==> src/rtl/bus_arb_2to1.sv <==
// Two-master to one-slave arbiter for the req/ack/resp memory bus.
// Grants and acks are combinational; an in-order tag FIFO steers read responses back to their masters.
module bus_arb_2to1 #(
  parameter int    RESP_DEPTH = 4,
  parameter string PRIO_MODE  = "RR"
) (
  input  logic        clk_i,
  input  logic        rst_i,
  input  logic        m0_req_i,
  input  logic        m0_we_i,
  input  logic [31:0] m0_addr_bi,
  input  logic [3:0]  m0_be_bi,
  input  logic [31:0] m0_wdata_bi,
  output logic        m0_ack_o,
  output logic        m0_resp_o,
  output logic [31:0] m0_rdata_bo,
  input  logic        m1_req_i,
  input  logic        m1_we_i,
  input  logic [31:0] m1_addr_bi,
  input  logic [3:0]  m1_be_bi,
  input  logic [31:0] m1_wdata_bi,
  output logic        m1_ack_o,
  output logic        m1_resp_o,
  output logic [31:0] m1_rdata_bo,
  output logic        s_req_o,
  output logic        s_we_o,
  output logic [31:0] s_addr_bo,
  output logic [3:0]  s_be_bo,
  output logic [31:0] s_wdata_bo,
  input  logic        s_ack_i,
  input  logic        s_resp_i,
  input  logic [31:0] s_rdata_bi
);

  localparam int PTR_W      = $clog2(RESP_DEPTH);
  localparam int CNT_W      = PTR_W + 1;
  localparam bit FIXED_PRIO = (PRIO_MODE == "FIXED");

  typedef enum logic {PRI_M0 = 1'b0, PRI_M1 = 1'b1} prio_e;

  prio_e                 prio_q, prio_d;
  logic [RESP_DEPTH-1:0] tag_q;
  logic [PTR_W-1:0]      wr_ptr_q, rd_ptr_q;
  logic [CNT_W-1:0]      count_q;

  logic fifo_full, fifo_empty;
  logic elig0, elig1, gnt0, gnt1;
  logic accept, push, pop, head_tag;

  assign fifo_full  = (count_q == CNT_W'(RESP_DEPTH));
  assign fifo_empty = (count_q == '0);
  assign head_tag   = tag_q[rd_ptr_q];

  // Handshake: a transfer happens in the cycle where req and ack are both high;
  // a master keeps req and its payload stable until it sees ack. Nothing is granted while rst_i is high.
  always_comb begin
    elig0 = !rst_i && m0_req_i && (m0_we_i || !fifo_full);
    elig1 = !rst_i && m1_req_i && (m1_we_i || !fifo_full);
    gnt0  = 1'b0;
    gnt1  = 1'b0;
    if (FIXED_PRIO || prio_q == PRI_M0) begin
      gnt0 = elig0;
      gnt1 = elig1 && !elig0;
    end else begin
      gnt1 = elig1;
      gnt0 = elig0 && !elig1;
    end
  end

  assign s_req_o    = gnt0 | gnt1;
  assign s_we_o     = (gnt0 & m0_we_i) | (gnt1 & m1_we_i);
  assign s_addr_bo  = ({32{gnt0}} & m0_addr_bi)  | ({32{gnt1}} & m1_addr_bi);
  assign s_be_bo    = ({4{gnt0}}  & m0_be_bi)    | ({4{gnt1}}  & m1_be_bi);
  assign s_wdata_bo = ({32{gnt0}} & m0_wdata_bi) | ({32{gnt1}} & m1_wdata_bi);

  assign m0_ack_o = s_ack_i & gnt0;
  assign m1_ack_o = s_ack_i & gnt1;

  assign accept = s_ack_i & s_req_o;
  assign push   = accept & !s_we_o;
  // A response with no outstanding tag is an orphan and never pops.
  assign pop    = s_resp_i & !fifo_empty;

  assign m0_resp_o   = pop & !head_tag;
  assign m1_resp_o   = pop & head_tag;
  assign m0_rdata_bo = s_rdata_bi;
  assign m1_rdata_bo = s_rdata_bi;

  // The loser of an accepted transfer gets priority next time.
  always_comb begin
    prio_d = prio_q;
    if (accept) prio_d = gnt0 ? PRI_M1 : PRI_M0;
  end

  always_ff @(posedge clk_i or posedge rst_i) begin
    if (rst_i) begin
      prio_q <= PRI_M0;
    end else begin
      prio_q <= prio_d;
    end
  end

  always_ff @(posedge clk_i or posedge rst_i) begin
    if (rst_i) begin
      tag_q    <= '0;
      wr_ptr_q <= '0;
      rd_ptr_q <= '0;
      count_q  <= '0;
    end else begin
      if (push) begin
        tag_q[wr_ptr_q] <= gnt1;
        wr_ptr_q        <= wr_ptr_q + PTR_W'(1);
      end
      if (pop) rd_ptr_q <= rd_ptr_q + PTR_W'(1);
      case ({push, pop})
        2'b10:   count_q <= count_q + CNT_W'(1);
        2'b01:   count_q <= count_q - CNT_W'(1);
        default: count_q <= count_q;
      endcase
    end
  end

endmodule

==> config.mk <==
export PLATFORM = sky130hd
export DESIGN_NAME = bus_arb_2to1
export DESIGN_NICKNAME = d
export VERILOG_FILES = /design/src/rtl/bus_arb_2to1.sv
export SDC_FILE = /design/constraint.sdc
export NUM_CORES = 1
export LEC_CHECK = 0
export CORE_AREA = 3 3 121 123
export DETAILED_ROUTE_END_ITERATION = 8
export DIE_AREA = 0 0 124 126
export RECOVER_POWER = 50
export SLEW_MARGIN = 0
export SYNTH_ARGS = -nofsm -noshare
export SYNTH_HDL_FRONTEND = slang
export SYNTH_SLANG_ARGS = --single-unit
==> constraint.sdc <==
create_clock -name clk_i -period 3.3 [get_ports clk_i]
set_input_delay 0.66 -clock clk_i [delete_from_list [all_inputs] [get_ports clk_i]]
set_output_delay 0.66 -clock clk_i [all_outputs]
set_load 0.1 [all_outputs]
Word level (Yosys, flattened, before mapping)
Index checks and enable logic that the tools add are counted.
- flip-flop bits (word level): 12
- input bits: 176
- output and inout bits: 138
- logic and storage cells: 62
- add/subtract/negate cells: 4
- $lt $le $gt $ge: 3
- equal/unequal tests: 3
- muxes and demuxes: 9
- bitwise gates (word level): 20
- reduce and logical (&&, ||, !) cells: 18
- operator list (operator ; count):
    $and A32 B32 Y32 ; 4
    $or A32 B32 Y32 ; 2
    $and A1 B1 Y1 ; 9
    $and A4 B4 Y4 ; 2
    $logic_and A1 B1 Y1 ; 7
    $logic_not A1 Y1 ; 7
    $lt A2 B3 Y1 const B ; 2
    $pmux W3 S2 ; 1
    $mux W1 ; 5
    $add A2 B1 Y2 const B ; 2
    $bwmux W4 ; 1
    $or A4 B4 Y4 ; 1
    $add A3 B1 Y3 const B ; 1
    $eq A3 B3 Y1 const B ; 1
    $logic_not A3 Y1 ; 1
    $sub A3 B1 Y3 const B ; 1
    $bmux W1 S2 ; 1
    $demux W1 S2 ; 1
    $eq A2 B1 Y1 const B ; 1
    $eq A2 B2 Y1 const B ; 1
    $ge A2 B1 Y1 const B ; 1
    $logic_or A1 B1 Y1 ; 2
    $or A1 B1 Y1 ; 2
    $reduce_bool A2 Y1 ; 1

Depth between registers and ports, before layout
Gate-level depths: netlist of the first run.
- word-level depth: 13
- depth in mapped cells: 10
- gate-level depth less buffers: 10

Worst setup path after synthesis of the first run
Ideal clock, no wire load.
- kind: input port to output port
- from: in rst_i
- to: out s_addr_bo[0]
- arrival: 2.407 ns
- data required time: 2.640 ns
- slack: 0.233 ns
- stages: 6
- buffers on the path: 2
- cells stage by stage: inv_1 o211a_4 o21a_1 buf_6 buf_6 a22o_1
- longest elaborated chain between the ends: 8
- elaborated cells between the ends (all ways): 14
- those cells by class: mux: 2; bitwise: 3; reduce/logical: 9
- ends and longest elaborated chain (what ; RTL line ; text):
    start, declared ; 8 ; input logic rst_i,
    $logic_not A1 Y1 (no line) (*) ; - ;
    $logic_and A1 B1 Y1 (on tied branches) (2 in a row) ; 58, 57 ;
    $logic_not A1 Y1 (on tied branches) ; 66, 63 ;
    $logic_and A1 B1 Y1 (on tied branches) ; 66, 63 ;
    $mux W1 ; 61 ; if (FIXED_PRIO || prio_q == PRI_M0) begin
    $and A32 B32 Y32 ; 72 ; assign s_addr_bo = ({32{gnt0}} & m0_addr_bi) | ({32{gnt1}} & m1_addr_bi);
    $or A32 B32 Y32 (*) ; 72 ;
    end, declared ; 27 ; output logic [31:0] s_addr_bo,
Every way passes the cells marked *; elsewhere a longest branch is shown, timed or not.

Final worst setup path of the first run
- from: in rst_i
- to: out s_wdata_bo[21]
- longest elaborated chain between the ends: 8
- elaborated cells between the ends (all ways): 14
- those cells by class: mux: 2; bitwise: 3; reduce/logical: 9
- ends and longest elaborated chain (what ; RTL line ; text):
    $logic_not A1 Y1 (no line) (*) ; - ;
    $logic_and A1 B1 Y1 (on tied branches) (2 in a row) ; 58, 57 ;
    $logic_not A1 Y1 (on tied branches) ; 66, 63 ;
    $logic_and A1 B1 Y1 (on tied branches) ; 66, 63 ;
    $mux W1 ; 61 ;
    $and A32 B32 Y32 ; 74 ; assign s_wdata_bo = ({32{gnt0}} & m0_wdata_bi) | ({32{gnt1}} & m1_wdata_bi);
    $or A32 B32 Y32 (*) ; 74 ;
    end, declared ; 29 ; output logic [31:0] s_wdata_bo,
Marked as above.

==> results.cfg, run 1 <==
[setup_path]
regToRegEndpoint = count_q[2]$_DFFE_PP0P_
rrSetupSlack_ns = 1.03
critPathKind = input port to output pin
r2r_cells = 10
startpoint_type = input port
path_max_fanout = 50
cp-startpoint = rst_i
worstReg2RegStart = count_q[0]$_DFFE_PP0P_
worstSetupEndpointType = output pin
worst-endpoint-required_ns = 2.64
crit_arrival_ns = 2.49

[synthesis]
ys_ff_latch = 12
seq_area_frac_synth_pct = 15.1
syn_nets = 398
postSynthAreaPerCell_sq_um = 9.22
synthArstFlopShare_pct = 100
yosysTopAreaCell = a22o_1
synth_edf_count = 0
synthFlopType = dfrtp_1
synth_warnings = 0
synthTopCellsByArea = a22o_1 30%, buf_4 24%, dfrtp_1 15%
synth_top_cell_area_share_pct = 30.4
syn_inst = 216
synth_area_sq_mm = 0.00199
yosysUniqueCellTypes = 31

[power_and_ir_drop]
p_sw_share_pct = 53.4
power_switching_mw = 1.36
seq_power_share_pct = 11.5
p_leak_nw = 1.87
p_int_mw = 1.19
p_clk_share_pct = 9.5
power_frac_comb_pct = 79.0
power.density_mw_per_mm2 = 554
vdd.ir_drop.worst_mv = 0.466

[placed_design]
place_area_sq_mm = 0.00452
dp_hpwl_microns = 8280
place_congestion = 0.789
io_buffers = 217

[clocking]
clk_latency_ns = 0.24
root_buffer = clkbuf_16
post-cts-setup-buffers = 0
htreeDepth = 1
cts_tree = yes
cts_buffers = 3
clockBufferDepth = 2
cts_sinks = 12
clk_pin_slew_ns = 0.04
cts-resized-gates = 0
hold_buffers = 0

[floorplanning]
num_rows = 43
io-pin-count = 314
core_area_sq_mm = 0.0138
fp.dieW_microns = 124
initial_core_util_pct = 14.5
fp.dieArea_sq_mm = 0.0156
die_h_microns = 126

[run]
drv_cap = 0

[layout]
syn2layout_area_growth_pct = 132
multi_input_area_sq_mm = 0.00101
final_common_cell = clkdlybuf4s50_1
final-seq-area_sq_um = 300
final_area_sq_mm = 0.00461
final_cell_mix = 141 x clkdlybuf4s50_1, 74 x buf_12, 69 x a22o_1
n_antenna_cell = 0
drive_above_1_share_pct = 24.8
utilization_pct = 33.5
nFillCells = 1391
fin_nets = 546

[global_routing]
grt_pass1_wl_microns = 13400
grt-ovfl-total = 0
first_global_vias = 2259
antenna_found_initial = 0
grt_usage_pct = 11.1
grt_max_degree = 51

[sta]
setup_violations = 0
slew_headroom_pct = 70.7
fin_crit_ns = 3.15
min_period_over_period_pct = 95.3
max_freq_mhz = 318
slew_violations = 0
rsz0062_at_grt = false
hold_viol_final = 0
fin_hold_ws_ns = 0.491
fin_setup_tns_ns = 0
worst_pin_slew_ns = 0.436
skew_ns = 0.000894

[route]
first_pass_iters = 3
wl_microns = 9730
drc_errors = 0
via_per_inst = 4.05
wl_per_cell_microns = 17.9
via_count = 2198
first_iter_violations = 57
antenna_left = 0

[run_status]
status = finished, final reports clean

[min_path]
hp-start = rd_ptr_q[1]$_DFFE_PP0P_
hp-class = register to register
whs_endpoint = rd_ptr_q[1]$_DFFE_PP0P_
min_path_cells = 1
## stage by stage
step	total power, mW	instances	worst slack [ns]
after floorplan	1.93	216	0.233
after global placement	2.30	539	0.226
after detailed placement	2.32	539	0.181
after CTS	2.58	543	0.177
after global routing	2.67	543	0.0708
final	2.55	543	0.154
## logic make-up after synthesis
logic type      after synthesis  synth area share, %
flops                        12                 15.1
fa+ha+maj                     6                 4.15
compound gates               83                 37.1
buf+inv                      88                 34.0
xor+xnor                      6                 2.64
simple gates                 18                 4.84
mux                           3                 2.20
## how the worst max path moves through the flow
stage	end	depth (start not counted)
after floorplan	s_addr_bo[0]	6
after global placement	s_wdata_bo[21]	7
after detailed placement	s_addr_bo[16]	7
after CTS	s_addr_bo[16]	7
after global routing	s_addr_bo[16]	7
final	s_wdata_bo[21]	7
## metal layers
metal	wire length (microns)	track usage [%]
met1	3310	11.6
met2	5210	22.1
met3	1160	3.59
met4	52	0.773
met5	0	0
## state kept, by name, summed over array words and instances (netlist names)
name / flops
tag_q: 4
count_q: 3
rd_ptr_q: 2
wr_ptr_q: 2
prio_q: 1
## Yosys cell counts (all sizes together) (2+ instances only)
cell type  count
buf           79
a21o           2
xnor2          4
dfrtp         12
inv            9
ha             5
nor2           3
a21oi          2
a32o           4
a22o          69
nand2          7
and2           3
xor2           2
## critical path: stages
cell	delay, ns
dlygate4sd3_1	0.55
nor2b_1	0.18
o21ai_2	0.12
o21a_2	0.24
buf_12	0.18
a22o_1	0.32
buf_12	0.18
## area by class of cell
| type | instances | area share (%) |
|---|---|---|
| clock buffer | 4 | 1.93 |
| tap | 180 | 4.88 |
| multi-input combinational | 116 | 22.0 |
| timing repair buffer | 222 | 64.0 |
| inverter | 9 | 0.732 |
| sequential | 12 | 6.51 |
## power groups by stage
stage / registers, mW / logic (mW) / clock network, mW
global route: 0.310 / 2.09 / 0.261
CTS: 0.295 / 2.04 / 0.250
global placement: 0.288 / 2.01 / 0
floorplan: 0.275 / 1.66 / 0
detailed placement: 0.298 / 2.03 / 0
finish: 0.295 / 2.02 / 0.243
Power figures use the tool's default switching activity.
==> inputs of run 2 (changes only) <==
--- a/config.mk
+++ b/config.mk
@@ -6,6 +6,7 @@
 export NUM_CORES = 1
 export LEC_CHECK = 0
 export CORE_AREA = 3 3 121 123
+export CTS_CLUSTER_SIZE = 28
 export DETAILED_ROUTE_END_ITERATION = 8
 export DIE_AREA = 0 0 124 126
 export RECOVER_POWER = 50
==> results of run 2 <==
Final layout, timing and power as in run 1 (identical DEF).
